===== src/rtl/cmn_fifo_mem.sv =====
// Storage array for cmn_fifo: synchronous write port, asynchronous (zero-latency) read port.
module cmn_fifo_mem #(
    parameter int DW = 32,
    parameter int AW = 4
) (
    input  logic          clk,
    input  logic          i_we,
    input  logic [AW-1:0] i_waddr,
    input  logic [DW-1:0] i_wdata,
    input  logic [AW-1:0] i_raddr,
    output logic [DW-1:0] o_rdata
);

    localparam int DEPTH = 1 << AW;

    // Contents are deliberately left unreset; only the pointers define validity.
    logic [DW-1:0] r_mem [0:DEPTH-1];

    always_ff @(posedge clk) begin
        if (i_we) begin
            r_mem[i_waddr] <= i_wdata;
        end
    end

    assign o_rdata = r_mem[i_raddr];

endmodule


===== src/rtl/cmn_fifo.sv =====
// Single-clock show-ahead FIFO with wrap-bit pointers.
// Define CMN_FIFO_STATUS_EN to add the level/overflow/underflow status outputs.
module cmn_fifo #(
    parameter int DW = 32,
    parameter int AW = 4
) (
    input  logic          clk,
    input  logic          rstn,
    input  logic          we,
    input  logic [DW-1:0] wdata,
    input  logic          re,
    output logic [DW-1:0] rdata,
    output logic          full,
`ifdef CMN_FIFO_STATUS_EN
    output logic [AW:0]   level,
    output logic          overflow,
    output logic          underflow,
`endif
    output logic          empty
);

    logic [AW:0] r_wptr;
    logic [AW:0] r_rptr;
    logic        w_push;
    logic        w_pop;

    // Both accept decisions use the pre-edge flags, so push and pop stay independent.
    assign empty  = (r_wptr == r_rptr);
    assign full   = (r_wptr[AW-1:0] == r_rptr[AW-1:0]) && (r_wptr[AW] != r_rptr[AW]);
    assign w_push = we && !full;
    assign w_pop  = re && !empty;

    always_ff @(posedge clk) begin
        if (!rstn) begin
            r_wptr <= '0;
            r_rptr <= '0;
        end else begin
            if (w_push) begin
                r_wptr <= r_wptr + 1'b1;
            end
            if (w_pop) begin
                r_rptr <= r_rptr + 1'b1;
            end
        end
    end

    cmn_fifo_mem #(
        .DW(DW),
        .AW(AW)
    ) u_mem (
        .clk     (clk),
        .i_we    (w_push),
        .i_waddr (r_wptr[AW-1:0]),
        .i_wdata (wdata),
        .i_raddr (r_rptr[AW-1:0]),
        .o_rdata (rdata)
    );

`ifdef CMN_FIFO_STATUS_EN
    logic r_overflow;
    logic r_underflow;

    // Sticky error flags; only reset clears them.
    always_ff @(posedge clk) begin
        if (!rstn) begin
            r_overflow  <= 1'b0;
            r_underflow <= 1'b0;
        end else begin
            if (we && full) begin
                r_overflow <= 1'b1;
            end
            if (re && empty) begin
                r_underflow <= 1'b1;
            end
        end
    end

    assign level     = r_wptr - r_rptr;
    assign overflow  = r_overflow;
    assign underflow = r_underflow;
`endif

endmodule


===== config.mk =====
export PLATFORM = sky130hd
export DESIGN_NAME = cmn_fifo
export DESIGN_NICKNAME = d
export VERILOG_FILES = /design/src/rtl/cmn_fifo_mem.sv /design/src/rtl/cmn_fifo.sv
export SDC_FILE = /design/constraint.sdc
export NUM_CORES = 1
export LEC_CHECK = 0
export CORE_ASPECT_RATIO = 1.1
export CORE_MARGIN = 5
export CORE_UTILIZATION = 40
export CTS_CLUSTER_SIZE = 8
export DETAILED_ROUTE_END_ITERATION = 16
export GPL_TIMING_DRIVEN = 0
export PLACE_DENSITY_LB_ADDON = 0.15
export SYNTH_ARGS = -nofsm -noshare
export SYNTH_HDL_FRONTEND = slang
export SYNTH_SLANG_ARGS = --single-unit

===== constraint.sdc =====
create_clock -name clk -period 2.7 [get_ports clk]
set_input_delay 0.54 -clock clk [delete_from_list [all_inputs] [get_ports clk]]
set_output_delay 0.54 -clock clk [all_outputs]
set_load 0.01 [all_outputs]

[Word-level counts from Yosys, hierarchy flattened]
Memories as Yosys holds them, arrays and structs flattened. A register that Yosys moved wholly into a read port is not among the register bits.
Cells that the tools add are included.
Operators by class
  add/subtract/negate cells: 2
  equality and inequality tests: 3
  reduce and logical (&&, ||, !) cells: 5
  muxes and demuxes: 4
Operators with widths (number)
  $add 5x1->5 const B: 2
  $mux 4: 2
  $eq 5x5->1: 1
  $eq 4x4->1: 1
  $logic_and 1x1->1: 3
  $logic_not 1->1: 2
  $mux 1: 2
  $ne 1x1->1: 1
Storage, ports and cells
  memories: 1
  register bits: 10
  memory bits (writable): 512
  output and inout bits: 34
  input bits: 36
Memory list
  u_mem.r_mem: words 16, bits a word 32, rd ports 1, clocked after memory_dff 1, write ports 1, RTL line cmn_fifo_mem.sv:17  | logic [DW-1:0] r_mem [0:DEPTH-1];

[Logic depth before layout (Yosys ltp)]
  word-level depth: 6
  gate-level depth with buffers: 6
  mapped depth without buffers: 4

[Modules after synthesis]
A second synthesis with hierarchy kept.
Unflattened totals
  cell total of the unflattened synthesis: 877
  area total of the unflattened synthesis: 19834.0 sq um
By module, submodules not included
  cmn_fifo_mem: cells each 806, instances 1, area each 19213.4 sq um
  cmn_fifo: cells each 71, instances 1, area each 620.6 sq um

[Worst setup path after synthesis]
No wires, ideal clock.
  path kind: register to register
  from: register r_rptr[2]
  to: memory u_mem.r_mem[15][0] (enable)
  clock period less this slack: 2.946 ns
  arrival: 2.511 ns
  buffers on the path: 1
  stages on the path, launching flop included: 5
  setup slack: -0.246 ns
  cells stage by stage: dfxtp_1 xnor2_1 and4_1 buf_2 a21oi_1
On the way
  cells in the longest elaborated chain, start to end: 6
RTL lines
  start: declaration: RTL line cmn_fifo.sv:23  | logic [AW:0] r_rptr;
  start signal: assignment: RTL line cmn_fifo.sv:42  | r_rptr <= r_rptr + 1'b1;
  $eq 4x4->1: RTL line cmn_fifo.sv:29  | assign full = (r_wptr[AW-1:0] == r_rptr[AW-1:0]) && (r_wptr[AW] != r_rptr[AW]);
  $logic_and 1x1->1: RTL line cmn_fifo.sv:29
  $logic_not 1->1: RTL line cmn_fifo.sv:30  | assign w_push = we && !full;
  $logic_and 1x1->1: RTL line cmn_fifo.sv:30
  $mux 1: RTL line cmn_fifo_mem.sv:20  | if (i_we) begin
  $mux 1 (implied by the code): RTL line cmn_fifo_mem.sv:21  | r_mem[i_waddr] <= i_wdata;
  end: declaration: RTL line cmn_fifo_mem.sv:17
No other way between the ends.

==> PnR_summary.wiki <==
{| class="wikitable"
! Metric !! Value
|-
| Path type of the worst min-delay path || register to register
|-
| Mean area per synthesized cell || 24.8 um^2
|-
| Startpoint of the lowest-slack register-to-register path || r_rptr[3]$_SDFFE_PN0P_
|-
| Layout Utilization || 49.7%
|-
| Startpoint of the most critical hold path || r_wptr[0]$_SDFFE_PN0P_
|-
| Crit Path Class || register to output pin
|-
| Primary FF master, synth || sky130_fd_sc_hd__edfxtp_1
|-
| Die width || 225 um
|-
| Global route overflow || 0
|-
| Fraction of the cycle the final worst path needs || 119%
|-
| Number of buffers added on ports || 69
|-
| Final worst-path setup slack || -0.517 ns
|-
| IR Drop Worst-Case VDD || 0.406 mV
|-
| Initial standard-cell utilization of the core || 40.4%
|-
| Sequential group share of total power || 44.8%
|-
| Ratio of routed vias to standard cells || 5.53
|-
| Core Box Area || 0.0501 mm^2
|-
| Number of synthesized flops with an enable pin || 512
|-
| End of the worst register-to-register path || u_mem.r_mem[2][19]$_DFFE_PP_
|-
| Highest net fanout along the worst path || 7
|-
| Data arrival time of the critical path || 2.68 ns
|-
| Maximum number of pins on one net before global-route repair || 22
|-
| Worst hold path endpoint || r_wptr[0]$_SDFFE_PN0P_
|-
| Synth async-reset ratio || 0%
|-
| LEAKAGE || 0.00791 uW
|-
| Most used cells in the layout excluding fill and tap cells || sky130_fd_sc_hd__edfxtp_1, sky130_fd_sc_hd__mux4_2, sky130_fd_sc_hd__clkbuf_16
|-
| Upper clock frequency limit || 0.311 GHz
|-
| Minimum period implied by the final worst setup slack || 3.22 ns
|-
| Number of antenna violations at the first check in global routing || 2
|-
| Synthesized net count || 856
|-
| Total Die Area || 0.0552 mm^2
|-
| Int Pwr || 16000 uW
|-
| Fraction of the yosys area taken by sequential cells || 77.3%
|-
| Final count of pins violating max slew || 0
|-
| Instance count along the most critical hold path || 2
|-
| Portion of total power attributed to the clock network || 40.8%
|-
| Total half-perimeter wirelength after legalization and detailed placement || 26.5 mm
|-
| Most common cell after layout, fill and taps aside || sky130_fd_sc_hd__edfxtp_1
|-
| Final std cell area, no fill || 0.0249 mm^2
|-
| Pwr dens || 819 mW/mm^2
|-
| Combinational share of power || 14.4%
|-
| Wire length of the first global-routing pass || 67.2 mm
|-
| Routed WL per cell || 27.3 um
|-
| Switch share || 21.9%
|-
| Number of violations reported at the end of detailed-routing iteration 0 || 972
|-
| Max-cap violations || 0
|-
| Total routing resource utilization after global routing || 16.8%
|-
| Fraction of layout cells with a size suffix above 1 || 36.4%
|-
| Final GP Congestion || 0.699
|-
| Number of vias in the routed layout || 9394
|-
| Worst slew pin tran || 0.941 ns
|-
| CTS HTree Levels || 3
|-
| Worst EP required || 2.16 ns
|-
| Via count of the first global-routing pass || 9901
|-
| Count of unique library cells instantiated by Yosys || 31
|-
| Remaining design rule violation count || 0
|-
| Area Overhead vs Synth || 23.1%
|-
| Clock latency on the worst-skew pair || 0.59 ns
|-
| Run status || finished, violations left
|-
| Net load switching power || 4470 uW
|-
| Failing checks || setup timing
|-
| Routed Antenna Nets || 0
|-
| Startpoint Class || register
|-
| Cell Area, Placed || 0.0221 mm^2
|-
| Synthesized area || 0.0202 mm^2
|-
| Cell count after synthesis || 815
|-
| Number of placement rows || 86
|-
| Final number of setup-violating endpoints || 32
|-
| DP Worst Slack || -1.03 ns
|-
| Net count reported at finish || 1061
|-
| Clk sink count || 526
|-
| Number of buffers created by CTS || 75
|-
| I/O pin count || 70
|-
| Hold Vio Cnt, Final || 0
|-
| Clock-pin transition on the worst setup and hold timing paths || 0.06 ns
|-
| Maximum root-to-sink buffer count || 3
|-
| Wire length after detailed routing || 46.5 mm
|-
| Setup repair after global routing missed its margin || true
|-
| Clk root buf || sky130_fd_sc_hd__clkbuf_16
|-
| Number of cells traversed by the worst register-to-register path || 7
|-
| Post-synthesis register bit count || 526
|-
| Number of iterations in the first detailed-routing pass || 5
|-
| Worst rel slew slack || 37.2%
|-
| CTS tree || built
|-
| Worst Setup End Kind || output pin
|-
| Worst clock skew || 0.0312 ns
|-
| Reg-to-reg slack, setup || 0.10 ns
|-
| Die height || 246 um
|-
| Warnings, synthesis || 0
|}
==> sequential cells by signal (all words and copies together) (netlist names), named ones only <==
name / count
r_wptr: 5
r_rptr: 5
u_mem.r_mem: 512
==> layer usage <==
layer / up-vias / wire length [um] / GRT usage (%)
met5: - / 20 / 0
met3: 74 / 2430 / 3.44
met2: 243 / 22300 / 25.8
met1: 5124 / 20800 / 24.5
li1: 3951 / - / -
met4: 2 / 913 / 4.96
==> how the worst max path moves through the flow <==
stage	start	endpoint	slack (ns)
floorplan	r_rptr[2]$_SDFFE_PN0P_	u_mem.r_mem[11][0]$_DFFE_PP_	0.21
global placement	we	u_mem.r_mem[12][11]$_DFFE_PP_	-1.34
detailed placement	register	rdata[24]	-1.03
CTS	register	rdata[19]	-0.62
global route	register	rdata[24]	-0.59
finish	register	rdata[0]	-0.52
==> metrics by stage <==
stage,TNS [ns],hold WS [ns],total power (uW),std cells
floorplan,0,0.478,10700,815
finish,-14.61,0.524,20400,1700
global route,-17.02,0.542,21100,1699
global placement,-564.33,0.496,11700,1544
CTS,-16.66,0.510,20400,1669
detailed placement,-54.00,0.508,11700,1560
==> synthesized netlist by cell type, drive strengths merged (2+ instances only) <==
cell	number	area (um^2)
mux4	160	3720
nand2	9	33.8
dfxtp	14	280
mux2i	8	80.1
edfxtp	512	15400
nand3	6	30.0
xnor2	5	43.8
buf	20	186
and3	11	68.8
or4	2	15.0
ha	5	62.6
nor2	3	11.3
a21oi	4	27.5
nor4	2	12.5
inv	7	26.3
clkbuf	21	80.1
nand2b	3	18.8
and4b	4	40.0
o21ai	2	10.0
o211ai	7	52.6
nand4	6	37.5
==> area by class of cell <==
class | instances | area (um^2)
Antenna cell | 1 | 2.50
Sequential cell | 526 | 15700
Clock buffer | 94 | 2030
Inverter | 7 | 26.3
Timing Repair Buffer | 129 | 1570
Fill cell | 4051 | 25200
Clock inverter | 2 | 12.5
Tap cell | 660 | 826
Buffer | 40 | 467
Multi-Input combinational cell | 241 | 4330
==> logic make-up after synthesis <==
| logic type | share of synthesized area (%) |
|---|---|
| AND/OR/NAND/NOR | 1.43 |
| XOR/XNOR | 0.260 |
| multiplexers | 18.8 |
| adder cells (fa/ha/maj) | 0.309 |
| buffers and inverters | 1.45 |
| flip-flops | 77.3 |
| AO/OA/AOI/OAI | 0.445 |
==> critical path, cell delays in order, from the launching register on <==
cell and delay, ns:
sky130_fd_sc_hd__dfxtp_4 0.42, sky130_fd_sc_hd__buf_12 0.16, sky130_fd_sc_hd__buf_6 0.11, sky130_fd_sc_hd__buf_12 0.13, sky130_fd_sc_hd__mux4_1 0.55, sky130_fd_sc_hd__mux4_2 0.56
sky130_fd_sc_hd__buf_6 0.16
==> power groups by stage <==
stage / combinational, uW / sequential, uW / clock (uW)
2_1_floorplan: 1480 / 9270 / 0
3_3_place_gp: 2380 / 9280 / 0
3_5_place_dp: 2420 / 9280 / 0
4_1_cts: 2710 / 9140 / 8510
5_1_grt: 3140 / 9140 / 8870
6_report: 2950 / 9140 / 8330
==> timing repair <==
| action | 4_1_cts | 5_1_grt |
|---|---|---|
| hold buffers | 0 | 0 |
| gates resized for setup | 189 | 78 |
| setup endpoints to repair | 77 | 70 |
| pin swaps | 1 | 3 |
| gates cloned | 3 | 4 |
| buffers inserted | 10 | 30 |
No activity file was read; power rests on OpenSTA's default activity.
